--- config.mk ---
export PLATFORM = sky130hd
export DESIGN_NAME = nfc_cmd_decoder_flat
export DESIGN_NICKNAME = d
export VERILOG_FILES = /design/src/rtl/nfc_cmd_decoder_if.sv /design/src/rtl/nfc_cmd_decoder.sv /design/src/flat_wrapper.sv
export SDC_FILE = /design/constraint.sdc
export NUM_CORES = 1
export LEC_CHECK = 0
export CAP_MARGIN = 10
export CORE_UTILIZATION = 25
export DETAILED_ROUTE_END_ITERATION = 12
export PLACE_DENSITY = 0.58
export SLEW_MARGIN = 5
export SYNTH_ARGS = -nofsm -noshare
export SYNTH_HDL_FRONTEND = slang
export SYNTH_SLANG_ARGS = --single-unit
--- constraint.sdc ---
create_clock -name iSystemClock -period 2 [get_ports iSystemClock]
set_input_delay 0.3 -clock iSystemClock [delete_from_list [all_inputs] [get_ports iSystemClock]]
set_output_delay 0.3 -clock iSystemClock [all_outputs]
set_load 0.01 [all_outputs]
--- src/rtl/nfc_cmd_decoder_if.sv ---
// nfc_cmd_decoder_if: bus bundles used by nfc_cmd_decoder.
//  nfc_cmd_if   host command channel (master = host, slave = decoder)
//   opcode[5:0], targetID[4:0], sourceID[4:0], address[31:0], length[15:0],
//   cmdValid (host -> decoder), cmdReady (decoder -> host)
//  nfc_exec_if  executor request channel (master = decoder, slave = executor)
//   opcode, targetID, sourceID, length, way[NumberOfWays-1:0], colAddr[15:0],
//   rowAddr[23:0], valid (decoder -> executor); ready, done (executor -> decoder)
interface nfc_cmd_if;
    logic [5:0]  opcode;
    logic [4:0]  targetID;
    logic [4:0]  sourceID;
    logic [31:0] address;
    logic [15:0] length;
    logic        cmdValid;
    logic        cmdReady;
    modport master (output opcode, targetID, sourceID, address, length, cmdValid, input cmdReady);
    modport slave (input opcode, targetID, sourceID, address, length, cmdValid, output cmdReady);
endinterface

interface nfc_exec_if #(parameter int NumberOfWays = 2);
    logic [5:0]              opcode;
    logic [4:0]              targetID;
    logic [4:0]              sourceID;
    logic [15:0]             length;
    logic [NumberOfWays-1:0] way;
    logic [15:0]             colAddr;
    logic [23:0]             rowAddr;
    logic                    valid;
    logic                    ready;
    logic                    done;
    modport master (output opcode, targetID, sourceID, length, way, colAddr, rowAddr, valid,
                    input ready, done);
    modport slave (input opcode, targetID, sourceID, length, way, colAddr, rowAddr, valid,
                   output ready, done);
endinterface

--- src/rtl/nfc_cmd_decoder.sv ---
// nfc_cmd_decoder: host command responder for the NAND flash controller.
//  Register opcodes (way/column/row) are absorbed locally; NAND operation opcodes
//  1..7 are forwarded to the executor with a snapshot of way/column/row, and the
//  host is held off (cmdReady low) until the executor signals done.
// Ports:
//  iSystemClock  system clock, rising edge
//  iReset_n      asynchronous active-low reset
//  cmdBus        nfc_cmd_if.slave   host command channel
//  execBus       nfc_exec_if.master executor request channel
//  oActiveWay    current one-hot way register
//  oIllegal      one-cycle pulse on a rejected command
// Configuration macro:
//  NFC_ROW_AUTOINC_EN  row register increments (mod 2^24) on completion of
//                      program (6'b000011) and read page (6'b000100).
module nfc_cmd_decoder #(
    parameter int                    NumberOfWays = 2,
    parameter logic [NumberOfWays-1:0] DefaultWay = NumberOfWays'(1)
) (
    input  logic              iSystemClock,
    input  logic              iReset_n,
    nfc_cmd_if.slave          cmdBus,
    nfc_exec_if.master        execBus,
    output logic [NumberOfWays-1:0] oActiveWay,
    output logic              oIllegal
);
    typedef enum logic [1:0] {Idle, Dispatch, WaitDone} state_t;

    state_t state, nextState;

    logic [NumberOfWays-1:0] wayReg;
    logic [15:0]             colReg;
    logic [23:0]             rowReg;
    logic                    illegal;
    logic [5:0]              exOpcode;
    logic [4:0]              exTarget;
    logic [4:0]              exSource;
    logic [15:0]             exLength;
    logic [NumberOfWays-1:0] exWay;
    logic [15:0]             exCol;
    logic [23:0]             exRow;

    logic accept, isWayWr, isColWr, isRowWr, isNandOp, wayLegal;

    assign accept   = (state == Idle) && cmdBus.cmdValid;
    assign isWayWr  = cmdBus.opcode == 6'b100000;
    assign isColWr  = cmdBus.opcode == 6'b100010;
    assign isRowWr  = cmdBus.opcode == 6'b100100;
    assign isNandOp = cmdBus.opcode inside {[6'd1:6'd7]};
    // A way write is legal only if the way field is one-hot and the rest of the
    // low address byte is clear.
    assign wayLegal = $onehot(cmdBus.address[NumberOfWays-1:0]) &&
                      ((cmdBus.address[7:0] >> NumberOfWays) == 8'd0);

    always_ff @(posedge iSystemClock or negedge iReset_n) begin
        if (!iReset_n) state <= Idle;
        else           state <= nextState;
    end

    always_comb begin
        nextState = (state == Idle && accept && isNandOp)   ? Dispatch :
                    (state == Dispatch && execBus.ready)    ? WaitDone :
                    (state == WaitDone && execBus.done)     ? Idle     : state;
    end

    always_comb begin
        cmdBus.cmdReady = state == Idle;
        execBus.valid   = state == Dispatch;
    end

    always_ff @(posedge iSystemClock or negedge iReset_n) begin
        if (!iReset_n) begin
            wayReg   <= DefaultWay;
            colReg   <= '0;
            rowReg   <= '0;
            illegal  <= 1'b0;
            exOpcode <= '0;
            exTarget <= '0;
            exSource <= '0;
            exLength <= '0;
            exWay    <= '0;
            exCol    <= '0;
            exRow    <= '0;
        end else begin
            illegal <= 1'b0;
            if (accept) begin
                if (isWayWr) begin
                    if (wayLegal) wayReg <= cmdBus.address[NumberOfWays-1:0];
                    else          illegal <= 1'b1;
                end else if (isColWr) begin
                    colReg <= cmdBus.address[15:0];
                end else if (isRowWr) begin
                    rowReg <= cmdBus.address[23:0];
                end else if (isNandOp) begin
                    // Snapshot so later register writes cannot disturb this operation.
                    exOpcode <= cmdBus.opcode;
                    exTarget <= cmdBus.targetID;
                    exSource <= cmdBus.sourceID;
                    exLength <= cmdBus.length;
                    exWay    <= wayReg;
                    exCol    <= colReg;
                    exRow    <= rowReg;
                end else begin
                    illegal <= 1'b1;
                end
            end
`ifdef NFC_ROW_AUTOINC_EN
            // Cannot collide with a row write: those are only accepted in Idle.
            if (state == WaitDone && execBus.done && (exOpcode == 6'b000011 || exOpcode == 6'b000100))
                rowReg <= rowReg + 24'd1;
`endif
        end
    end

    assign execBus.opcode   = exOpcode;
    assign execBus.targetID = exTarget;
    assign execBus.sourceID = exSource;
    assign execBus.length   = exLength;
    assign execBus.way      = exWay;
    assign execBus.colAddr  = exCol;
    assign execBus.rowAddr  = exRow;
    assign oActiveWay       = wayReg;
    assign oIllegal         = illegal;
endmodule

--- src/flat_wrapper.sv ---
// flat-port wrapper written by rule: the top's interface ports become plain ports
module nfc_cmd_decoder_flat 
#(
    parameter int                    NumberOfWays = 2,
    parameter logic [NumberOfWays-1:0] DefaultWay = NumberOfWays'(1)
)
  (iSystemClock, iReset_n, oActiveWay, oIllegal, cmdBus_opcode, cmdBus_targetID, cmdBus_sourceID, cmdBus_address, cmdBus_length, cmdBus_cmdValid, cmdBus_cmdReady, execBus_opcode, execBus_targetID, execBus_sourceID, execBus_length, execBus_way, execBus_colAddr, execBus_rowAddr, execBus_valid, execBus_ready, execBus_done);
  nfc_cmd_if cmdBus_i ();
  nfc_exec_if #(.NumberOfWays(NumberOfWays)) execBus_i ();
  input  logic iSystemClock;
  input  logic iReset_n;
  output logic [NumberOfWays-1:0] oActiveWay;
  output logic oIllegal;
  input wire logic [$bits(cmdBus_i.opcode)-1:0] cmdBus_opcode;
  input wire logic [$bits(cmdBus_i.targetID)-1:0] cmdBus_targetID;
  input wire logic [$bits(cmdBus_i.sourceID)-1:0] cmdBus_sourceID;
  input wire logic [$bits(cmdBus_i.address)-1:0] cmdBus_address;
  input wire logic [$bits(cmdBus_i.length)-1:0] cmdBus_length;
  input wire logic [$bits(cmdBus_i.cmdValid)-1:0] cmdBus_cmdValid;
  output wire logic [$bits(cmdBus_i.cmdReady)-1:0] cmdBus_cmdReady;
  output wire logic [$bits(execBus_i.opcode)-1:0] execBus_opcode;
  output wire logic [$bits(execBus_i.targetID)-1:0] execBus_targetID;
  output wire logic [$bits(execBus_i.sourceID)-1:0] execBus_sourceID;
  output wire logic [$bits(execBus_i.length)-1:0] execBus_length;
  output wire logic [$bits(execBus_i.way)-1:0] execBus_way;
  output wire logic [$bits(execBus_i.colAddr)-1:0] execBus_colAddr;
  output wire logic [$bits(execBus_i.rowAddr)-1:0] execBus_rowAddr;
  output wire logic [$bits(execBus_i.valid)-1:0] execBus_valid;
  input wire logic [$bits(execBus_i.ready)-1:0] execBus_ready;
  input wire logic [$bits(execBus_i.done)-1:0] execBus_done;
  assign cmdBus_i.opcode = cmdBus_opcode;
  assign cmdBus_i.targetID = cmdBus_targetID;
  assign cmdBus_i.sourceID = cmdBus_sourceID;
  assign cmdBus_i.address = cmdBus_address;
  assign cmdBus_i.length = cmdBus_length;
  assign cmdBus_i.cmdValid = cmdBus_cmdValid;
  assign cmdBus_cmdReady = cmdBus_i.cmdReady;
  assign execBus_opcode = execBus_i.opcode;
  assign execBus_targetID = execBus_i.targetID;
  assign execBus_sourceID = execBus_i.sourceID;
  assign execBus_length = execBus_i.length;
  assign execBus_way = execBus_i.way;
  assign execBus_colAddr = execBus_i.colAddr;
  assign execBus_rowAddr = execBus_i.rowAddr;
  assign execBus_valid = execBus_i.valid;
  assign execBus_i.ready = execBus_ready;
  assign execBus_i.done = execBus_done;
  nfc_cmd_decoder #(.NumberOfWays(NumberOfWays), .DefaultWay(DefaultWay)) u_core (.iSystemClock(iSystemClock), .iReset_n(iReset_n), .cmdBus(cmdBus_i), .execBus(execBus_i), .oActiveWay(oActiveWay), .oIllegal(oIllegal));
endmodule
; After elaboration in Yosys (flattened, before gate mapping)
; Cells that the tools add are included.
[totals]
ff_bits = 119
inputBits = 69
word_cells = 47
output_inout_bits = 79
[classes]
magnitude_cmp = 2
n_mux = 9
n_addsub = 1
bitwise_logic = 3
n_eq_ne = 6
n_reduce_logical = 14
[ops]
columns = operator, n
row1 = $eq 6x6->1 const B, 3
row2 = $logic_not 8->1, 1
row3 = $logic_and 1x1->1, 7
row4 = $ge 6x1->1 const B, 1
row5 = $le 6x3->1 const B, 1
row6 = $mux 1, 6
row7 = $mux 2, 3
row8 = $reduce_and 3->1, 2
row9 = $reduce_and 5->1, 1
row10 = $eq 2x1->1 const B, 2
row11 = $reduce_and 4->1, 1
row12 = $not 1->1, 3
row13 = $reduce_bool 3->1, 1
row14 = $add 1x1->2, 1
row15 = $eq 2x2->1 const B, 1
row16 = $logic_not 2->1, 1

; Longest topological paths before layout
[logic_depth]
depth_word = 7
depth_mapped = 6
ltp_nobuf = 4

; Worst setup path before layout
; No wires, ideal clock.
[synth_timing]
path_type = flip-flop to flip-flop
start = register u_core.state[0]
end = register u_core.exWay[1] (netlist: u_core.execBus.way[1])
n_path_buf = 2
path_stages_with_launch = 7
arrival_time_ns = 1.865
path_slack_ns = 0.008
required_time_ns = 1.873
period_less_slack_ns = 1.992
setup_ns = 0.127
path_cell_list = dfrtp_1 > or3b_1 > nor3_2 > nor3b_2 > buf_4 > buf_6 > mux2_1
[synth_via]
elab_chain_len = 3
[synth_lines]
columns = item, line_no
row1 = "start, declared", nfc_cmd_decoder.sv:28  ; state_t state, nextState;
row2 = "start signal, assigned", nfc_cmd_decoder.sv:55  ; if (!iReset_n) state <= Idle;
row3 = "start signal, assigned", nfc_cmd_decoder.sv:56  ; else state <= nextState;
row4 = $logic_not 2->1, nfc_cmd_decoder.sv:44  ; assign accept = (state == Idle) && cmdBus.cmdValid;
row5 = $logic_and 1x1->1, nfc_cmd_decoder.sv:44
row6 = $reduce_and 5->1 (no line), n/a
row7 = "end signal, assigned", nfc_cmd_decoder.sv:99  ; exWay <= wayReg;
row8 = "end, declared", nfc_cmd_decoder.sv:38  ; logic [NumberOfWays-1:0] exWay;
; No other way between the ends.
; A chain may end at the register's enable or synchronous reset.

; Worst setup path after layout
[layout_timing]
start = register u_core.state[0]
end = register u_core.exRow[3] (netlist: u_core.execBus.rowAddr[3])
[layout_via]
elab_chain_len = 3
[layout_lines]
columns = item, line_no
row1 = $logic_not 2->1, nfc_cmd_decoder.sv:44
row2 = $logic_and 1x1->1, nfc_cmd_decoder.sv:44
row3 = $reduce_and 5->1 (no line), n/a
row4 = "end signal, assigned", nfc_cmd_decoder.sv:101  ; exRow <= rowReg;
row5 = "end, declared", nfc_cmd_decoder.sv:40  ; logic [23:0] exRow;
; No other way between the ends.

==> metrics.md <==
| Metric | Value |
|---|---|
| Post-DP HPWL | `7.260 mm` |
| Worst Path Max Fanout | `4` |
| Top Family by Delay on Critical Path | `simple AND/OR/NAND/NOR gates` |
| Internal reg-to-reg setup slack | `-50 ps` |
| Violated checks | `negative hold slack, negative setup slack` |
| Cell at the slowest stage of the critical path | `or3b_4` |
| Drt initial violations | `57` |
| Gr usage total | `0.1232` |
| Power Total | `7.800 mW` |
| Final std cells w/o fill | `688` |
| Finished Cell Area | `0.007238 mm²` |
| Worst vdd ir | `0.5577 mV` |
| Hold Vio Cnt, Final | `36` |
| IO buf count | `139` |
| WP data arrival | `2340 ps` |
| Post-route setup slack | `-54.26 ps` |
| Residual DRC | `0` |
| Via count | `2,907` |
| Clock sinks | `119` |
| CTS max path bufs | `2` |
| Worst R2R Path Depth | `7` |
| Tightest Hold Check Type | `input port to asynchronous set/reset pin` |
| Total die area | `0.01865 mm²` |
| Relative slew margins | `0.5401` |
| Status | `finished, violations left` |
| Hold WS | `-59.84 ps` |
| CTS buffer count | `17` |
| Mapped Nets | `339` |
| Root Buffer | `clkbuf_16` |
| Largest net degree at the start of global routing | `120` |
| Max incr delay on CP | `430 ps` |
| Cells after Synth | `270` |
| Number of diodes | `0` |
| Clock skew | `8.723 ps` |
| Post-DRT Antenna Nets | `0` |
| Initial antenna violation count | `0` |
| H-tree depth | `4` |
| Max cap viols | `0` |
| Fillers | `1,580` |
| Avg Vias per Cell | `4.225` |
| Warnings from Yosys | `0` |
| Internal Pwr Total | `6.010 mW` |
| Pins Over Slew Limit | `0` |
| Worst Setup Start Kind | `flip-flop` |
| DP Cell Count | `650` |
| Critical path class | `flip-flop to flip-flop` |
| CORE AREA | `0.01748 mm²` |
| Synth Register Bits | `119` |
| CTS tree | `done` |
| Setup TNS | `-1286 ps` |
| Worst skew pair latency | `410 ps` |
| Avg WL per Cell | `16.02 µm` |
| Gr ovfl total | `0` |
| Pleak | `3.338 nW` |
| Critical path buffers and inverters | `3` |
| Die boundary width | `136.6 µm` |
| DRT Pass-1 Iters | `3` |
| Critical path, cell by cell | `or3b_4 -> nor3_4 -> nor3b_4 -> buf_6 -> buf_12 -> clkbuf_16 -> mux2_4` |
| Core Rows | `48` |
| Clock transition at the registers of the reported paths | `50 ps` |
| IO Pins | `148` |
| # hold bufs at CTS | `0` |
| Initial Utilization | `0.2590` |
| Final setup fails | `46` |
| Share of layout cells above drive strength 1 | `0.3499` |
| Sequential-to-total area share from yosys stat | `0.6581` |
| Mean Syn Cell Area | `16.77 µm²` |
| Die Y | `136.6 µm` |
| Routability-driven placement congestion ratio | `0.7182` |
| Crit end category | `flip-flop` |
| Switching part of the total | `0.2295` |
| RSZ-0062 raised after global routing | `true` |
| Comb power frac | `0.196` |
| Worst slew pin tran | `689.9 ps` |
| Psw | `1.790 mW` |
| Post-Route WL | `11.02 mm` |
| Area growth from synthesis to layout | `59.89%` |
| Final #Nets | `520` |
| P per Cell Area | `1078 mW/mm²` |
| Vias in the first global route | `3,131` |
| Sequential share of power | `0.391` |
| First-pass GRT wire length | `16.92 mm` |
| Reg-to-Reg Start | `u_core.state[0]` |
| Post-DP Area | `0.006367 mm²` |
| Fmax | `486.8 MHz` |
| Crit path time final | `2054 ps` |
| Worst r2r dst | `u_core.execBus.rowAddr[3]` |
| Post-route clock period utilization | `1.027` |
| Proportion of power drawn by the clock network | `0.413` |
| CP required | `2290 ps` |
| Yosys cell types | `24` |
| Mapped Area | `0.004527 mm²` |
[cell type report]
type                    count  area, µm²  share of cell area
clock buffers              21      470.5             0.06500
inverters                   1      3.754           0.0005186
flip-flops and latches    119       2979              0.4116
multi-input cells         139       1579              0.2181
clock inverters            10      150.1             0.02074
well taps                 225      281.5             0.03889
repair buffers            173       1774              0.2451
[worst max path at each step]
stage	to	from	cells past startpoint	slack [ps]
after detailed placement	u_core.execBus.length[13]	cmdBus_cmdValid	6	-430
after floorplan	u_core.execBus.way[1]	u_core.state[0]	6	8
after global placement	u_core.execBus.sourceID[1]	cmdBus_cmdValid	6	-350
final	u_core.execBus.rowAddr[3]	u_core.state[0]	7	-50
after global routing	u_core.execBus.rowAddr[18]	u_core.state[0]	6	-110
after CTS	u_core.execBus.rowAddr[22]	u_core.state[1]	7	-90
[cells by family after synthesis]
logic type / share of synthesized area
AND/OR/NAND/NOR: 0.03096
AO/OA/AOI/OAI: 0.007462
flip-flops: 0.6581
buffers and inverters: 0.02045
XOR/XNOR: 0.001935
multiplexers: 0.2811
[state kept, by name, indices dropped and copies added (netlist names)]
register                 cells
u_core.execBus.opcode        6
u_core.state                 2
u_core.colReg               16
u_core.execBus.targetID      5
u_core.rowReg               24
u_core.oIllegal              1
u_core.execBus.colAddr      16
u_core.execBus.length       16
u_core.execBus.sourceID      5
u_core.execBus.way           2
u_core.execBus.rowAddr      24
u_core.oActiveWay            2
[power by group through the flow]
stage                     Combinational (mW)  Clock [mW]  Sequential (mW)
after CTS                               1.51        3.32             3.05
after detailed placement                1.45           0             3.08
after floorplan                        0.375           0             3.19
after global routing                    1.65        3.43             3.10
after global placement                  1.42           0             3.06
final                                   1.53        3.22             3.05
[synth_stat cells]
cell type  instances  area (µm²)
mux2_1            46       518.0
nor2_1             2       7.510
and4_1             1       8.760
nor3_2             1       10.01
a2111oi_0          1       8.760
buf_6              5       56.30
o21ai_0            2       10.01
or3b_1             1       8.760
nand4_2            1       12.51
nand2_1            2       7.510
nor2b_1            5       31.28
inv_1              1       3.750
dfrtp_1          118        2953
nor4bb_1           1       10.01
nor4b_1            1       8.760
nor3b_2            1       12.51
nor4_1             2       12.51
dfstp_2            1       26.28
a21o_1             2       15.01
nor3_1             2       10.01
xor2_1             1       8.760
buf_4              1       7.510
buf_2              5       25.02
mux2_2            67       754.5
[routing by layer]
layer,up-vias,share of wire,GRT usage
li1,1321,-,-
met1,1499,0.43,0.1465
met2,76,0.50,0.1985
met3,11,0.055,0.04630
met4,0,0.013,0.05247
met5,-,0,0
[repair_timing]
action | in CTS | in global routing
gates resized for setup | 20 | 22
setup endpoints to repair | 71 | 74
gates cloned | 1 | 1
setup buffers | 5 | 1
pin swaps | 2 | 2
[through the flow]
stage / worst slack [ps] / util
6_report: -54.26 / 0.4142
5_1_grt: -105.9 / 0.4142
4_1_cts: -92.12 / 0.4093
3_5_place_dp: -426.0 / 0.3643
3_3_place_gp: -354.9 / 0.3643
2_1_floorplan: 7.618 / -
[layout by cell type (no fill, tap or decap), types with 2 or more instances in the layout]
master             n
clkdlybuf4s50_1  136
nand2_1            2
mux2_2            63
nor2b_1            5
dlymetal6s2s_1     2
clkbuf_8           3
nor3_1             2
nor2_1             2
a21o_1             2
buf_12             8
mux2_1            21
buf_6              2
mux2_4            29
o21ai_0            2
bufinv_16          4
buf_4             24
dfrtp_1          118
nor4_1             2
clkbuf_16         18
clkinv_2           6
No activity file was read; power rests on OpenSTA's default activity.
